`src/rtl/msb_word_serializer.sv`:
```
// MSB-first parallel-to-serial converter with valid/ready on both sides and
// sof/eof markers framing each word on the serial stream.
module msb_word_serializer #(
   parameter int WIDTH = 8
) (
   input  logic             clk,
   input  logic             resetn,
   input  logic             in_valid,
   output logic             in_ready,
   input  logic [WIDTH-1:0] in_data,
   input  logic             out_ready,
   output logic             dout,
   output logic             dout_valid,
   output logic             sof,
   output logic             eof
);

   localparam int CNT_W = (WIDTH > 1) ? $clog2(WIDTH) : 1;
   localparam logic [CNT_W-1:0] LAST_IDX = CNT_W'(WIDTH - 1);

   typedef enum logic [0:0] {
      ST_IDLE  = 1'b0,
      ST_SHIFT = 1'b1
   } state_t;

   state_t             r_state;
   logic [WIDTH-1:0]   r_shreg;
   logic [CNT_W-1:0]   r_cnt;

   state_t             w_state_nxt;
   logic [WIDTH-1:0]   w_shreg_nxt;
   logic [CNT_W-1:0]   w_cnt_nxt;
   logic               w_busy;
   logic               w_eof;
   logic               w_accept;
   logic               w_xfer;

   assign w_busy     = (r_state == ST_SHIFT);
   assign w_eof      = w_busy && (r_cnt == LAST_IDX);
   // in_ready must never look at in_valid, so the upstream handshake has no loop
   assign in_ready   = (r_state == ST_IDLE) || (w_eof && out_ready);
   assign w_accept   = in_valid && in_ready;
   assign w_xfer     = w_busy && out_ready;

   assign dout_valid = w_busy;
   assign dout       = w_busy ? r_shreg[WIDTH-1] : 1'b0;
   assign sof        = w_busy && (r_cnt == {CNT_W{1'b0}});
   assign eof        = w_eof;

   // Next-state: load on accept, shift on transfer, hold on stall.
   always_comb begin
      w_state_nxt = r_state;
      w_shreg_nxt = r_shreg;
      w_cnt_nxt   = r_cnt;
      case (r_state)
         ST_IDLE: begin
            if (w_accept) begin
               w_state_nxt = ST_SHIFT;
               w_shreg_nxt = in_data;
               w_cnt_nxt   = {CNT_W{1'b0}};
            end else begin
               w_state_nxt = ST_IDLE;
            end
         end
         ST_SHIFT: begin
            if (!w_xfer) begin
               w_state_nxt = ST_SHIFT;
            end else if (!w_eof) begin
               w_shreg_nxt = r_shreg << 1'b1;
               w_cnt_nxt   = r_cnt + CNT_W'(1);
            end else if (w_accept) begin
               // back-to-back reload on the last bit, no bubble
               w_state_nxt = ST_SHIFT;
               w_shreg_nxt = in_data;
               w_cnt_nxt   = {CNT_W{1'b0}};
            end else begin
               w_state_nxt = ST_IDLE;
            end
         end
         default: begin
            w_state_nxt = ST_IDLE;
            w_shreg_nxt = {WIDTH{1'b0}};
            w_cnt_nxt   = {CNT_W{1'b0}};
         end
      endcase
   end

   // State, shift register and bit counter.
   always_ff @(posedge clk or negedge resetn) begin
      if (!resetn) begin
         r_state <= ST_IDLE;
         r_shreg <= {WIDTH{1'b0}};
         r_cnt   <= {CNT_W{1'b0}};
      end else begin
         r_state <= w_state_nxt;
         r_shreg <= w_shreg_nxt;
         r_cnt   <= w_cnt_nxt;
      end
   end

endmodule

```
`config.mk`:
```
export PLATFORM = sky130hd
export DESIGN_NAME = msb_word_serializer
export DESIGN_NICKNAME = d
export VERILOG_FILES = /design/src/rtl/msb_word_serializer.sv
export SDC_FILE = /design/constraint.sdc
export NUM_CORES = 1
export LEC_CHECK = 0
export CORE_UTILIZATION = 48
export CTS_CLUSTER_DIAMETER = 80
export DETAILED_ROUTE_END_ITERATION = 16
export PLACE_DENSITY = 0.78
export SLEW_MARGIN = 0
export SYNTH_ARGS = -nofsm -noshare
export SYNTH_HDL_FRONTEND = slang
export SYNTH_SLANG_ARGS = --single-unit
```
`constraint.sdc`:
```
create_clock -name clk -period 3.6 [get_ports clk]
set_input_delay 0.54 -clock clk [delete_from_list [all_inputs] [get_ports clk]]
set_output_delay 0.54 -clock clk [all_outputs]
set_load 0.02 [all_outputs]
```
### Yosys cells after proc, flatten, opt, wreduce, memory -nomap -nowiden

Cells that the tools add are included.

* bits of input ports: 12
* latch bits: 0
* bits in writable memories: 0
* register bits: 12
* word-level logic and storage cells: 27
* memories: 0
* ROM bits: 0

* bitwise operators: 1
* div/mod/pow operators: 0
* mux-type cells: 13
* multipliers: 0
* $add $sub $neg: 1
* shifts and indexed selects: 0
* equal/unequal tests: 2
* order comparisons: 0
* reduce and logical (&&, ||, !) cells: 7

Operators with widths (number)
* $mux W8: 3
* $pmux W8 S2: 1
* $mux W3: 3
* $pmux W3 S2: 1
* $logic_and A1 B1 Y1: 5
* $mux W1: 4
* $add A3 B1 Y3 const B: 1
* $eq A3 B3 Y1 const B: 1
* $logic_not A3 Y1: 1
* $ne A2 B1 Y1 const B: 1
* $pmux W1 S2: 1
* $logic_or A1 B1 Y1: 1
* $not A1 Y1: 1

### Depth between registers and ports, before layout

* depth in word-level cells: 9
* depth in mapped cells: 6
* gate-level depth less buffers: 5

### Worst setup path after synthesis

Ideal clock, no wire load.

* kind: reg-to-output
* start point: reg r_cnt[1]
* end point: out in_ready
* stages on the path, launching flop included: 6
* buffers on the path: 1
* arrival time: 1144 ps
* required time: 3060 ps
* slack: 1916 ps
* path through: dfrtp_1 -> ha_1 -> ha_1 -> clkbuf_1 -> nand2_1 -> nand2_1

* word-level cells in the longest chain between the ends: 4

RTL lines
* start, declared: RTL line 28 `logic [CNT_W-1:0] r_cnt;`
* start signal, assigned: RTL line 93 `r_cnt <= {CNT_W{1'b0}};`
* start signal, assigned: RTL line 97 `r_cnt <= w_cnt_nxt;`
* $eq A3 B3 Y1: RTL line 39 `assign w_eof = w_busy && (r_cnt == LAST_IDX);`
* $logic_and A1 B1 Y1: RTL line 39
* $logic_and A1 B1 Y1: RTL line 41 `assign in_ready = (r_state == ST_IDLE) || (w_eof && out_ready);`
* $logic_or A1 B1 Y1: RTL line 41
* end, declared: RTL line 9 `output logic in_ready,`

Every way passes these cells.

### Worst setup path in the final report

Same ends and word-level chain as after synthesis.

==> metrics.txt <==
fraction of registers with async set or reset after synthesis 100%; Final min period 2640 ps; Max-Cap Viols 0; via count around 660; CTS buffer count 3; Die Wd 42.7 um; vias per inst 5.93; grt total ovfl 0; Post-Syn Nets 94; relative slew slack 55.1%; first-pass GRT wire length about 2600 um; Internal Power 0.365 mW; NumNets Final approximately 110; sequential area share after synthesis 37.7%; cells after synthesis 79; Clock Latency Late Sink 270 ps; GP Congestion 0.705; Max Root-Sink Buffers 2; layout cells sized above 1 a little under a tenth; DRC Markers 0; DR WL/cell approximately 15 um; critical path's largest stage delay 620 ps; Hold Vio Cnt, Final 0; initial antenna violation count 0; outcome finished, final reports clean; Die H around 43 um; Clk pwr share 19.3%; HP Class reg2reg; CP arrival 2100 ps; crit path capture type output pin; Initial Utilization between 50% and 60%; startpoint types flip-flop; total track usage 19.0%; Post-CTS Setup Inserts 0; # diodes 0; final WL 1620 um; Power Total 0.567 mW; RSZ-0062 raised after global routing false; DRT Pass-1 Iters 4; Final Skew 1.21 ps; root buf cell clkbuf_4; Slew @ Worst Pin between 600 and 700 ps; Crit path required time 3060 ps; mapped cell area between 700 and 800 sq um; Net Sw Frac around 36%; CP Cell Sequence ha_1 -> ha_1 -> nand2_1 -> nand2_1 -> clkdlybuf4s50_1; critical path's slowest cell clkdlybuf4s50_1; Max Transition Viols Final 0; Final ANT Viol Nets 0; largest net degree at the start of global routing 18; post_cts resized 0; Gate power share about 43%; YS warnings 0; switching pwr 0.202 mW; dpl hpwl between 1000 and 1500 um; full die area around 1800 sq um; DRT iter0 DRCs 14; area grow syn2layout 22.5%; Crit Path Max Fanout 11; # setup viols final 0; Period Utilization, post-route about three quarters; Sinks on Clock Net 12; post-synth top area cell dfrtp_1; Post-synth top flop dfrtp_1; Pwr Density 582 nW/um^2; FF+latch count, synth 12; syn avg cell area 10.1 sq um; Post-synth EDFFs 0; Yosys top cell area share 37.7%; top cells by area, synth dfrtp_1 38%, a311o_1 7.5%, and4b_1 7.5%; CTS tree built; Static Leakage 0.460 nW; WHS roughly 520 ps; maximum VDD drop 0.284 mV; sequential share of power ~38%; hold_buf cts 0; H-tree depth 1; clock slew at reported path FFs 80 ps; Ports 17; CP Class reg2out; Max Freq about 380 MHz; vias in the first global route 565; IO buf count 16; core area 1520 sq um; FP Rows 14; TNS Setup 0 ps; library cells used by synthesis 24
-- synth_stat cells, types with 2 or more instances --
cell,count
a21oi_1,6
a22o_1,5
a311o_1,6
and4b_1,6
buf_6,3
dfrtp_1,12
ha_1,3
inv_1,11
nand2_1,4
nor2_1,3
nor2b_1,2
nor3b_1,6
-- cell usage in the layout, fill, tap and decap left out --
cell,instances
o2bb2ai_1,1
buf_4,1
nor2b_1,2
o22ai_4,1
nor3b_1,6
inv_1,11
clkbuf_4,3
a21oi_1,6
nor2_1,3
mux2i_1,1
nand2_1,4
clkbuf_8,1
and4b_1,6
dfrtp_1,12
and2_1,1
a21oi_2,1
clkdlybuf4s50_1,16
nand4bb_1,1
ha_1,3
a22o_1,5
or3b_2,1
o311ai_0,1
o21a_1,1
a311o_1,6
inv_2,1
-- critical path: cells and delay by family, from the launching register on --
family	cells	cell delay, ps
adder cells (fa/ha/maj)	2	530
buffers and inverters	1	620
flip-flops	1	400
AND/OR/NAND/NOR	2	270
-- cell families after synthesis --
group	share of synthesized area, %
buffers and inverters	11.3
and+or+nand+nor	21.4
muxes	1.26
AOI/OAI and AO/OA	23.6
adders and majority gates	4.72
DFF	37.7
-- power groups by stage --
stage / clock network (mW) / logic (mW) / registers (mW)
floorplan: 0 / 0.177 / 0.206
global placement: 0 / 0.237 / 0.211
detailed placement: 0 / 0.245 / 0.214
CTS: 0.111 / 0.247 / 0.212
global route: 0.118 / 0.275 / 0.220
finish: 0.110 / 0.245 / 0.212
-- routing by layer --
| metal | up-vias | wire, um | global-route usage (%) |
|---|---|---|---|
| met1 | 309 | 774 | 29.6 |
| met4 | 0 | 17 | 5.63 |
| met3 | 4 | 96 | 3.83 |
| met5 | - | 0 | 0 |
| li1 | 322 | - | - |
| met2 | 23 | 729 | 26.4 |
-- state kept, by name, summed over array words and instances (netlist names) --
name and flops:
r_shreg 8, r_cnt 3, dout_valid 1
-- through the flow --
step                      utilization [%]  std cells  worst slack (ps)  instance area [sq um]
after floorplan                         -         79              1920                    796
after global placement               61.6        107              1210                    938
after detailed placement             61.6        107              1220                    938
after CTS                            64.0        111               975                    975
after global routing                 64.0        111               844                    975
final                                64.0        111               962                    975
-- path summary, 6_finish.rpt --
| kind | start | endpoint | slack (ps) | cells after the start |
|---|---|---|---|---|
| worst max register to register | r_cnt[1] | r_shreg[0] | 1480 | 5 |
| max in group asynchronous | resetn | r_shreg[3] | 2620 | 1 |
| worst min register to register | r_shreg[6] | r_shreg[6] | 520 | 2 |
| worst max-delay path | r_cnt[1] | in_ready | 960 | 5 |
| worst min-delay path | r_shreg[6] | r_shreg[6] | 520 | 2 |
| min in group asynchronous | resetn | r_cnt[2] | 620 | 1 |
-- final cells by class --
type,count,area (sq um)
inverters,12,45.0
flip-flops and latches,12,300
fillers,129,549
well taps,16,20.0
clock buffers,4,36.3
multi-input cells,50,405
repair buffers,17,168
Note: power is estimated with default switching activity, not from simulation.
